`config.mk`:
```
export PLATFORM = sky130hd
export DESIGN_NAME = a2d_scan_flat
export DESIGN_NICKNAME = d
export VERILOG_FILES = /design/src/rtl/a2d_pkg.sv /design/src/rtl/a2d_scan_if.sv /design/src/rtl/SPI_mnrch.sv /design/src/rtl/a2d_scan.sv /design/src/flat_wrapper.sv
export SDC_FILE = /design/constraint.sdc
export NUM_CORES = 1
export LEC_CHECK = 0
export CAP_MARGIN = 30
export CELL_PAD_IN_SITES_DETAIL_PLACEMENT = 1
export CELL_PAD_IN_SITES_GLOBAL_PLACEMENT = 1
export CORE_MARGIN = 1
export CORE_UTILIZATION = 37
export CTS_CLUSTER_DIAMETER = 30
export DETAILED_ROUTE_END_ITERATION = 7
export MAX_ROUTING_LAYER = met4
export PLACE_DENSITY_LB_ADDON = 0.1
export SETUP_SLACK_MARGIN = 0.05
export SYNTH_ARGS = -nofsm -noshare
export SYNTH_HDL_FRONTEND = slang
export SYNTH_SLANG_ARGS = --single-unit
```
`constraint.sdc`:
```
create_clock -name clk -period 3.4 [get_ports clk]
set_clock_uncertainty 0.05 [all_clocks]
set_input_delay 0.34 -clock clk [delete_from_list [all_inputs] [get_ports clk]]
set_output_delay 0.34 -clock clk [all_outputs]
set_load 0.05 [all_outputs]
```
`src/rtl/a2d_pkg.sv`:
```
// Shared types and command-word constants for the A2D scanner.
package a2d_pkg;

  typedef enum logic [2:0] {IDLE, CMD, GAP, DATA, ACC, WR} state_t;

  localparam int         CMD_CH_OFS = 11;
  localparam logic [1:0] CMD_PFX    = 2'b00;

  // Channel-select command word sent to the converter.
  function automatic logic [15:0] mk_cmd(input logic [2:0] ch);
    return {CMD_PFX, ch, {CMD_CH_OFS{1'b0}}};
  endfunction

endpackage

```
`src/rtl/a2d_scan_if.sv`:
```
// Host-side control/result bus of the A2D scanner.
interface a2d_scan_if #(
  parameter int NUM_CHNNL = 8,
  parameter int RES_W     = 12
);
  logic                 strt_cnv;
  logic [2:0]           chnnl;
  logic                 scan_en;
  logic [2:0]           rd_chnnl;
  logic [RES_W-1:0]     rd_res;
  logic [NUM_CHNNL-1:0] vld;
  logic                 busy;
  logic                 cnv_cmplt;
  logic [2:0]           cmplt_chnnl;

  modport master (
    output strt_cnv, chnnl, scan_en, rd_chnnl,
    input  rd_res, vld, busy, cnv_cmplt, cmplt_chnnl
  );

  modport slave (
    input  strt_cnv, chnnl, scan_en, rd_chnnl,
    output rd_res, vld, busy, cnv_cmplt, cmplt_chnnl
  );
endinterface

```
`src/rtl/SPI_mnrch.sv`:
```
// 16-bit SPI master, SCLK idles high, MISO sampled on SCLK rise, MOSI shifted on fall.
module SPI_mnrch (
  input  logic        clk,
  input  logic        rst_n,
  input  logic        snd,
  input  logic [15:0] cmd,
  output logic        done,
  output logic [15:0] resp,
  output logic        SS_n,
  output logic        SCLK,
  output logic        MOSI,
  input  logic        MISO
);

  logic        r_actv;
  logic [4:0]  r_div;
  logic [4:0]  r_rise;
  logic [15:0] r_shft;
  logic        r_smpl;
  logic        r_done;
  logic        r_ss_n;
  logic        w_rise;
  logic        w_fall;

  assign w_rise = r_actv && (r_div == 5'b01111);
  assign w_fall = r_actv && (r_div == 5'b11111);

  always_ff @(posedge clk or negedge rst_n) begin
    if (!rst_n) begin
      r_actv <= 1'b0;
      r_div  <= 5'd0;
      r_rise <= 5'd0;
      r_shft <= 16'd0;
      r_smpl <= 1'b0;
      r_done <= 1'b0;
      r_ss_n <= 1'b1;
    end else begin
      r_done <= 1'b0;
      if (!r_actv) begin
        if (snd) begin
          // Start with SCLK high for a half period so the first fall is a clean edge.
          r_actv <= 1'b1;
          r_ss_n <= 1'b0;
          r_div  <= 5'b10000;
          r_rise <= 5'd0;
          r_shft <= cmd;
        end
      end else begin
        r_div <= r_div + 5'd1;
        if (w_rise) begin
          r_smpl <= MISO;
          r_rise <= r_rise + 5'd1;
        end
        if (w_fall) begin
          if (r_rise != 5'd0) r_shft <= {r_shft[14:0], r_smpl};
          if (r_rise == 5'd16) begin
            r_actv <= 1'b0;
            r_ss_n <= 1'b1;
            r_done <= 1'b1;
          end
        end
      end
    end
  end

  assign SCLK = r_actv ? r_div[4] : 1'b1;
  assign MOSI = r_shft[15];
  assign resp = r_shft;
  assign done = r_done;
  assign SS_n = r_ss_n;

endmodule

```
`src/rtl/a2d_scan.sv`:
```
// A2D channel scanner: single or round-robin conversions, optional averaging, result bank.
module a2d_scan
  import a2d_pkg::*;
#(
  parameter int NUM_CHNNL = 8,
  parameter int RES_W     = 12,
  parameter int AVG_LOG2  = 0
) (
  input  logic     clk,
  input  logic     rst,
  a2d_scan_if.slave bus,
  output logic     a2d_SS_n,
  output logic     SCLK,
  output logic     MOSI,
  input  logic     MISO
);

  localparam int             ACC_W   = 12 + AVG_LOG2;
  localparam int             SCW     = AVG_LOG2 + 1;
  localparam logic [SCW-1:0] NSMP    = SCW'(1 << AVG_LOG2);
  localparam logic [3:0]     NCH     = 4'(NUM_CHNNL);
  localparam logic [2:0]     LAST_CH = 3'(NUM_CHNNL - 1);

  state_t               r_state, w_nxt;
  logic [2:0]           r_cur_ch, r_scan_ptr, w_nxt_ptr;
  logic                 r_scan;
  logic [SCW-1:0]       r_smp_cnt;
  logic [ACC_W-1:0]     r_acc;
  logic [RES_W-1:0]     r_bank [NUM_CHNNL];
  logic [NUM_CHNNL-1:0] r_vld;

  logic                 w_snd, w_done;
  logic [15:0]          w_resp;
  logic                 w_strt_ok, w_start, w_start_scan;
  logic [2:0]           w_start_ch, w_cmd_ch;
  logic                 w_acc_en, w_wr;
  logic [RES_W-1:0]     w_wr_val, w_rd;
  logic [NUM_CHNNL-1:0] w_ch_oh;
  logic                 w_unused_resp;

  assign w_strt_ok = bus.strt_cnv && ({1'b0, bus.chnnl} < NCH);
  assign w_nxt_ptr = (r_scan_ptr == LAST_CH) ? 3'd0 : r_scan_ptr + 3'd1;
  // Shifting out the average and the dropped LSBs in one step keeps the top RES_W bits.
  assign w_wr_val  = RES_W'(r_acc >> (AVG_LOG2 + 12 - RES_W));
  assign w_ch_oh   = NUM_CHNNL'(1) << r_cur_ch;
  assign w_unused_resp = ^w_resp[15:12];

  always_comb begin
    w_nxt        = r_state;
    w_snd        = 1'b0;
    w_start      = 1'b0;
    w_start_scan = 1'b0;
    w_start_ch   = r_cur_ch;
    w_acc_en     = 1'b0;
    w_wr         = 1'b0;
    case (r_state)
      IDLE: begin
        if (w_strt_ok) begin
          w_start    = 1'b1;
          w_start_ch = bus.chnnl;
        end else if (bus.scan_en) begin
          w_start      = 1'b1;
          w_start_scan = 1'b1;
          w_start_ch   = r_scan_ptr;
        end
        if (w_start) begin
          w_snd = 1'b1;
          w_nxt = CMD;
        end
      end
      CMD:  if (w_done) w_nxt = GAP;
      GAP: begin
        w_snd = 1'b1;
        w_nxt = DATA;
      end
      DATA: if (w_done) begin
        w_acc_en = 1'b1;
        w_nxt    = ACC;
      end
      ACC: begin
        if (r_smp_cnt != NSMP) begin
          w_snd = 1'b1;
          w_nxt = CMD;
        end else begin
          w_nxt = WR;
        end
      end
      WR: begin
        w_wr = 1'b1;
        if (r_scan && bus.scan_en) begin
          w_start      = 1'b1;
          w_start_scan = 1'b1;
          w_start_ch   = w_nxt_ptr;
          w_snd        = 1'b1;
          w_nxt        = CMD;
        end else begin
          w_nxt = IDLE;
        end
      end
      default: w_nxt = IDLE;
    endcase
  end

  always_ff @(posedge clk) begin
    if (rst) begin
      r_state    <= IDLE;
      r_cur_ch   <= 3'd0;
      r_scan_ptr <= 3'd0;
      r_scan     <= 1'b0;
      r_smp_cnt  <= '0;
      r_acc      <= '0;
      r_vld      <= '0;
      for (int i = 0; i < NUM_CHNNL; i++) r_bank[i] <= '0;
    end else begin
      r_state <= w_nxt;
      if (w_start) begin
        r_cur_ch  <= w_start_ch;
        r_scan    <= w_start_scan;
        r_smp_cnt <= '0;
        r_acc     <= '0;
      end
      if (w_acc_en) begin
        r_acc     <= r_acc + ACC_W'(w_resp[11:0]);
        r_smp_cnt <= r_smp_cnt + SCW'(1);
      end
      if (w_wr) begin
        r_vld <= r_vld | w_ch_oh;
        for (int i = 0; i < NUM_CHNNL; i++)
          if (r_cur_ch == 3'(i)) r_bank[i] <= w_wr_val;
        if (r_scan) r_scan_ptr <= w_nxt_ptr;
      end
    end
  end

  always_comb begin
    w_rd = '0;
    for (int i = 0; i < NUM_CHNNL; i++)
      if (bus.rd_chnnl == 3'(i)) w_rd = r_bank[i];
  end

  // The SPI engine latches cmd on snd, so a fresh start must present the new channel.
  assign w_cmd_ch = w_start ? w_start_ch : r_cur_ch;

  SPI_mnrch u_spi (
    .clk  (clk),
    .rst_n(~rst),
    .snd  (w_snd),
    .cmd  (mk_cmd(w_cmd_ch)),
    .done (w_done),
    .resp (w_resp),
    .SS_n (a2d_SS_n),
    .SCLK (SCLK),
    .MOSI (MOSI),
    .MISO (MISO)
  );

  assign bus.rd_res      = w_rd;
  assign bus.vld         = r_vld;
  assign bus.busy        = (r_state != IDLE);
  assign bus.cnv_cmplt   = (r_state == WR);
  assign bus.cmplt_chnnl = r_cur_ch;

endmodule

```
`src/flat_wrapper.sv`:
```
// flat-port wrapper written by rule: the top's interface ports become plain ports
module a2d_scan_flat import a2d_pkg::*;
#(
  parameter int NUM_CHNNL = 8,
  parameter int RES_W     = 12,
  parameter int AVG_LOG2  = 0
)
  (clk, rst, a2d_SS_n, SCLK, MOSI, MISO, bus_strt_cnv, bus_chnnl, bus_scan_en, bus_rd_chnnl, bus_rd_res, bus_vld, bus_busy, bus_cnv_cmplt, bus_cmplt_chnnl);
  a2d_scan_if #(.NUM_CHNNL(NUM_CHNNL), .RES_W(RES_W)) bus_i ();
  input  logic clk;
  input  logic rst;
  output logic a2d_SS_n;
  output logic SCLK;
  output logic MOSI;
  input  logic MISO;
  input wire logic [$bits(bus_i.strt_cnv)-1:0] bus_strt_cnv;
  input wire logic [$bits(bus_i.chnnl)-1:0] bus_chnnl;
  input wire logic [$bits(bus_i.scan_en)-1:0] bus_scan_en;
  input wire logic [$bits(bus_i.rd_chnnl)-1:0] bus_rd_chnnl;
  output wire logic [$bits(bus_i.rd_res)-1:0] bus_rd_res;
  output wire logic [$bits(bus_i.vld)-1:0] bus_vld;
  output wire logic [$bits(bus_i.busy)-1:0] bus_busy;
  output wire logic [$bits(bus_i.cnv_cmplt)-1:0] bus_cnv_cmplt;
  output wire logic [$bits(bus_i.cmplt_chnnl)-1:0] bus_cmplt_chnnl;
  assign bus_i.strt_cnv = bus_strt_cnv;
  assign bus_i.chnnl = bus_chnnl;
  assign bus_i.scan_en = bus_scan_en;
  assign bus_i.rd_chnnl = bus_rd_chnnl;
  assign bus_rd_res = bus_i.rd_res;
  assign bus_vld = bus_i.vld;
  assign bus_busy = bus_i.busy;
  assign bus_cnv_cmplt = bus_i.cnv_cmplt;
  assign bus_cmplt_chnnl = bus_i.cmplt_chnnl;
  a2d_scan #(.NUM_CHNNL(NUM_CHNNL), .RES_W(RES_W), .AVG_LOG2(AVG_LOG2)) u_core (.clk(clk), .rst(rst), .bus(bus_i), .a2d_SS_n(a2d_SS_n), .SCLK(SCLK), .MOSI(MOSI), .MISO(MISO));
endmodule
```
==> results of run 1 <==
-- kinds of logic (layout without fill, tap and decap cells) --
family                   count (synthesis)  in the layout
AND/OR/NAND/NOR                        249            249
flip-flops                             157            157
AO/OA/AOI/OAI                          149            149
buffers and inverters                   70            122
multiplexers                            25             25
adder cells (fa/ha/maj)                 19             19
XOR/XNOR                                10             10
-- layer usage --
| layer | global-route usage (%) | up-vias | routed length [microns] |
|---|---|---|---|
| met2 | 32.65 | 56 | 8840 |
| li1 | - | 2485 | - |
| met5 | - | - | 0 |
| met4 | 6.865 | 0 | 248 |
| met1 | 24.32 | 2562 | 8061 |
| met3 | 3.307 | 22 | 368 |
-- final cells by class --
cell class,count,area [sq um]
clock buffer,20,456.7
sequential,157,4255
inverter,33,123.9
timing repair buffer,57,530.5
clock inverter,12,136.4
multi-input combinational,452,2651
fill,2094,10410
tap,260,325.3
-- power groups by stage --
stage / combinational (mW) / clock [mW] / sequential (mW)
after global routing: 0.310 / 2.00 / 2.08
final: 0.285 / 1.89 / 2.08
after global placement: 0.285 / 0 / 2.12
after detailed placement: 0.289 / 0 / 2.12
after CTS: 0.291 / 1.94 / 2.08
after floorplan: 0.181 / 0 / 2.12
-- metrics by stage --
step / hold WS [ps] / std cells / util (%)
finish: 400.3 / 991 / 44.88
floorplan: 399.4 / 679 / -
detailed placement: 389.0 / 959 / 41.74
global route: 431.3 / 991 / 44.88
global placement: 387.1 / 959 / 41.74
CTS: 401.9 / 991 / 44.88
-- worst reg2reg max path: cells and delay by family (launching register included) --
| family | cells | cell delay (ps) |
|---|---|---|
| AOI/OAI and AO/OA | 5 | 940 |
| xor gates and xnor gates | 1 | 160 |
| adders and majority gates | 2 | 680 |
| DFF | 1 | 430 |
-- how the worst min path moves through the flow --
stage / startpoint / end / slack [ps] / depth (start not counted)
after floorplan: u_core.u_spi.r_div[3]$_DFFE_PP0P_ / u_core.u_spi.r_div[3]$_DFFE_PP0P_ / 400 / 1
after global placement: u_core.bus.vld[1]$_SDFFE_PP0P_ / u_core.bus.vld[1]$_SDFFE_PP0P_ / 390 / 2
after detailed placement: u_core.bus.vld[2]$_SDFFE_PP0P_ / u_core.bus.vld[2]$_SDFFE_PP0P_ / 390 / 2
after CTS: u_core.bus.vld[4]$_SDFFE_PP0P_ / u_core.bus.vld[4]$_SDFFE_PP0P_ / 400 / 2
after global routing: u_core.bus.vld[3]$_SDFFE_PP0P_ / u_core.bus.vld[3]$_SDFFE_PP0P_ / 430 / 2
final: u_core.bus.vld[4]$_SDFFE_PP0P_ / u_core.bus.vld[4]$_SDFFE_PP0P_ / 400 / 2
-- cell usage in the layout, fill, tap and decap left out, drive strengths merged, types with 11 or more instances in the layout --
cell / synthesis / layout
a21oi: 39 / 39
nand3: 17 / 17
o22ai: 11 / 11
inv: 32 / 35
ha: 18 / 18
mux2i: 19 / 19
o21ai: 40 / 40
dfxtp: 31 / 31
nor2: 110 / 110
clkbuf: 27 / 20
edfxtp: 96 / 96
clkdlybuf4s50: 0 / 26
and3: 16 / 16
a31o: 11 / 11
nand2: 77 / 77
buf: 10 / 31
o211ai: 13 / 13
dfrtp: 29 / 29
-- registers in the layout, indices dropped and copies added (netlist names), 3 cells and up --
signal and cells:
u_core.u_spi.r_div 5, u_core.r_acc 12, u_core.u_spi.resp 16, u_core.u_spi.r_rise 5, u_core.r_scan_ptr 3, u_core.bus.vld 8
u_core.bus.cmplt_chnnl 3, u_core.r_state 3, u_core.r_bank 96
==> flow_metrics.tcl, run 1 <==
set metrics [dict create \
    status "completed" \
    setup_viol 0 \
    drtPass1Iterations 4 \
    cts.sinks 157 \
    grt_util_all_layers_pct 19.68 \
    initial_utilization_pct 38.03 \
    synth_top_area_share_pct 40.12 \
    syn_area_sq_um 7186 \
    ios 39 \
    start_kind "primary input" \
    fin_ws_ps 535.2 \
    max-slew-margin-rel_pct 55.01 \
    wl_per_cell_microns 17.68 \
    antenna_found_initial 0 \
    synthTopCellsByArea "edfxtp_1 40%, dfrtp_1 10%, dfxtp_1 8.6%" \
    critPathArrivalTime_ps 2470 \
    crit_cells 8 \
    finalSetupTns_ps 0 \
    sw_frac_of_total_pct 23.04 \
    leakagePower_nw 3.377 \
    gp_congestion 0.8130 \
    startpoint "bus_rd_chnnl[1]" \
    synth_top_family_by_area "simple AND/OR/NAND/NOR gates" \
    numCtsBuffers 17 \
    synth_edf_count 96 \
    synthSimpleGateAreaFrac_pct 14.87 \
    worst_pin_slew_ps 673.3 \
    seq_power_share_pct 48.9 \
    cpMostUsedCell "nand2_1" \
    grt_overflow 0 \
    post_cts_buffers 0 \
    placed_area_sq_um 7886 \
    finalWirelength_microns 17520 \
    avgViaCountPerCell 5.172 \
    async_flop_share_pct 19.11 \
    core_sq_um 18890 \
    cts_hold_buf 0 \
    cp_cell_sequence "clkdlybuf4s50_1, nor2b_1, a22o_1, nand2_1, o211ai_1, o21ai_0, nand2_1, buf_4" \
    slowest_stage "clkdlybuf4s50_1" \
    yosysMostFrequentCell "nor2_1" \
    p_total_mw 4.261 \
    grt_pass1_wl_microns 29280 \
    cts_root_buf "clkbuf_16" \
    vias 5125 \
    intPower_mw 3.279 \
    fin_nets 748 \
    htreeDepth 4 \
    r2r_cells 8 \
    yosysWarnings 0 \
    cap_violations 0 \
    slew_viol_final 0 \
    drive_above_1_share_pct 10.53 \
    synth_compound_area_share_pct 13.49 \
    clkPwrFrac_pct 44.4 \
    synth_cells 679 \
    crit_buf_inv 2 \
    ant_nets 0 \
    final_area_sq_um 8479 \
    avgSynthCellArea_sq_um 10.58 \
    drt-initial-drc-count 133 \
    synth.distinct_cells 57 \
    combinationalPowerShare_pct 6.7 \
    yosys_register_bits 157 \
    slowest_delay_ps 820 \
    cp-end-kind "primary output" \
    switchingPower_mw 0.9815 \
    dp_slack_ps 506.0 \
    cp-endpoint "bus_rd_res[8]" \
    fmax_ghz 0.3491 \
    dieHeight_microns 141.4 \
    antenna_cells 0 \
    port_buffers 38 \
    clkTransAtPathRegs_ps 60 \
    r2r_end "u_core.r_acc[10]$_SDFFE_PP0P_" \
    grt_max_degree 34 \
    synth_nets 709 \
    period_minus_slack_ps 2865 \
    die_area_sq_um 19980 \
    synth_seq_area_share_pct 59.22 \
    grt_setup_unrepaired "false" \
    die_w_microns 141.4 \
    yosys.area_share.adder_pct 3.413 \
    worst-setup-path-type "primary input to primary output" \
    reg2reg_slack_ps 1000 \
    r2r-start "u_core.u_spi.resp[0]$_DFFE_PP0P_" \
    final.period_utilization_pct 84.26 \
    p_per_area_nw_per_um2 502.5 \
    crit_fanout 14 \
    holdCritPathClass "register to register" \
    post_cts_resized 0 \
    syn2layout_area_growth_pct 18.00 \
    num_rows 50 \
    yosys.area.top_type "edfxtp_1" \
    clkLatencyLatePin_ps 420 \
    cts_tree "yes" \
    muxShareOfSynthArea_pct 3.900 \
    irDropWorstVdd_mv 0.3608 \
    drc 0 \
    ys.flop_type "edfxtp_1" \
    hpwl_microns 12560 \
    hold_viol_final 0 \
    critPathTopFamily "buffers and inverters" \
    required_ps 3010 \
    synth_common_cells "110 x nor2_1, 96 x edfxtp_1, 77 x nand2_1" \
    clockBufferDepth 2 \
    grt_pass1_vias 5467 \
    yosys.area_share.xor_xnor_pct 1.219 \
]
Power figures use the tool's default switching activity.
==> inputs of run 2 (changes only) <==
==> constraint.sdc (replaced) <==
create_clock -name clk -period 2.8 [get_ports clk]
set_clock_uncertainty 0.05 [all_clocks]
set_input_delay 0.28 -clock clk [delete_from_list [all_inputs] [get_ports clk]]
set_output_delay 0.28 -clock clk [all_outputs]
set_load 0.05 [all_outputs]
==> flow_metrics.tcl, run 2 (same netlist as run 1, synthesis figures left out) <==
set metrics [dict create \
    dpl.cell_count 964 \
    drt-initial-drc-count 200 \
    cap_violations 0 \
    grt_max_degree 36 \
    htreeDepth 4 \
    grt_overflow 0 \
    critPathArrivalTime_ps 2200 \
    p_per_area_nw_per_um2 605.4 \
    vias 5167 \
    port_buffers 38 \
    instances_no_fill 996 \
    top_register "u_core.r_bank" \
    timing.hold.ws_ps 402.2 \
    dieHeight_microns 141.4 \
    hpwl_microns 12890 \
    finalWirelength_microns 17980 \
    antenna_found_initial 0 \
    leakagePower_nw 3.407 \
    post_cts_buffers 0 \
    status "completed" \
    crit_fanout 8 \
    wl_per_cell_microns 18.05 \
    worst_pin_slew_ps 716.8 \
    die_w_microns 141.4 \
    cp-end-kind "primary output" \
    start_kind "register" \
    ios 39 \
    core_sq_um 18890 \
    grt_pass1_wl_microns 29420 \
    clkLatencyLatePin_ps 420 \
    cts_root_buf "clkbuf_16" \
    grt_util_all_layers_pct 19.85 \
    post_cts_resized 0 \
    die_area_sq_um 19980 \
    finalSetupTns_ps 0 \
    final_common_cell "nor2_1" \
    max-slew-margin-rel_pct 52.10 \
    num_rows 50 \
    grt_setup_unrepaired "false" \
    worst-setup-path-type "register to primary output" \
    grt_pass1_vias 5507 \
    avgViaCountPerCell 5.188 \
    gp_congestion 0.8603 \
    holdCritPathClass "register to register" \
    cts.sinks 157 \
    cts_tree "yes" \
    antenna_cells 0 \
    syn2layout_area_growth_pct 18.53 \
    drive_above_1_share_pct 11.28 \
    cts_hold_buf 0 \
    slew_viol_final 0 \
    final.period_utilization_pct 90.46 \
    setup_viol 0 \
    fin_nets 753 \
    largest_reg_flops 96 \
    initial_utilization_pct 38.03 \
    drc 0 \
    required_ps 2470 \
    clockBufferDepth 2 \
    drtPass1Iterations 4 \
    ant_nets 0 \
    numCtsBuffers 17 \
    irDropWorstVdd_mv 0.4203 \
    final_cell_mix "110 x nor2_1, 96 x edfxtp_1, 77 x nand2_1" \
    clkTransAtPathRegs_ps 70 \
    fmax_ghz 0.3948 \
    hold_viol_final 0 \
    period_minus_slack_ps 2533 \
]
[run 2: final timing paths]
check | startpoint | slack [ps] | to | depth (start not counted)
hold / removal | u_core.bus.vld[0]$_SDFFE_PP0P_ | 400 | u_core.bus.vld[0]$_SDFFE_PP0P_ | 2
setup reg to reg | u_core.u_spi.resp[0]$_DFFE_PP0P_ | 470 | u_core.r_acc[10]$_SDFFE_PP0P_ | 8
min in group asynchronous | rst | 430 | u_core.u_spi.resp[11]$_DFFE_PP0P_ | 3
max in group asynchronous | rst | 1930 | u_core.u_spi.SS_n$_DFFE_PP1P_ | 3
setup / recovery | u_core.r_state[2]$_SDFFE_PP0P_ | 270 | bus_cnv_cmplt | 4
hold reg to reg | u_core.bus.vld[0]$_SDFFE_PP0P_ | 400 | u_core.bus.vld[0]$_SDFFE_PP0P_ | 2
[run 2: report_power, final]
part | internal, mW | switching [mW] | total, mW
sequential | 2.50 | 0.0247 | 2.53
clock | 1.29 | 0.985 | 2.28
combinational | 0.120 | 0.235 | 0.355
total | 3.91 | 1.24 | 5.16
[run 2: area by class of cell]
| type | instances | area [sq um] |
|---|---|---|
| sequential | 157 | 4255 |
| multi-input combinational | 452 | 2651 |
| inverter | 33 | 123.9 |
| fill | 2109 | 10380 |
| timing repair buffer | 62 | 580.6 |
| tap | 260 | 325.3 |
| clock buffer | 19 | 452.9 |
| clock inverter | 13 | 127.6 |
[run 2: per-layer routing]
metal	vias up	part of all wire, %	GRT usage, %
li1	2502	-	-
met3	18	2.5	3.712
met5	-	0	-
met1	2571	46	23.99
met4	0	1.2	6.007
met2	76	50	33.69
[run 2: worst max-delay path, stage by stage (launching register included)]
cell and delay [ps]:
dfxtp_1 480, and2b_4 230, nand2_1 110, inv_1 140, clkdlybuf4s50_1 820
[run 2: per-stage QoR]
| stage | setup WS, ps | instance area, sq um | power, mW | utilization, % |
|---|---|---|---|---|
| 2_1_floorplan | 97.18 | 7186 | 2.794 | - |
| 3_5_place_dp | 278.6 | 7936 | 2.934 | 42.01 |
| 4_1_cts | 254.3 | 8517 | 5.212 | 45.08 |
| 3_3_place_gp | 352.4 | 7936 | 2.929 | 42.01 |
| 5_1_grt | 132.8 | 8517 | 5.324 | 45.08 |
| 6_report | 267.2 | 8517 | 5.156 | 45.08 |
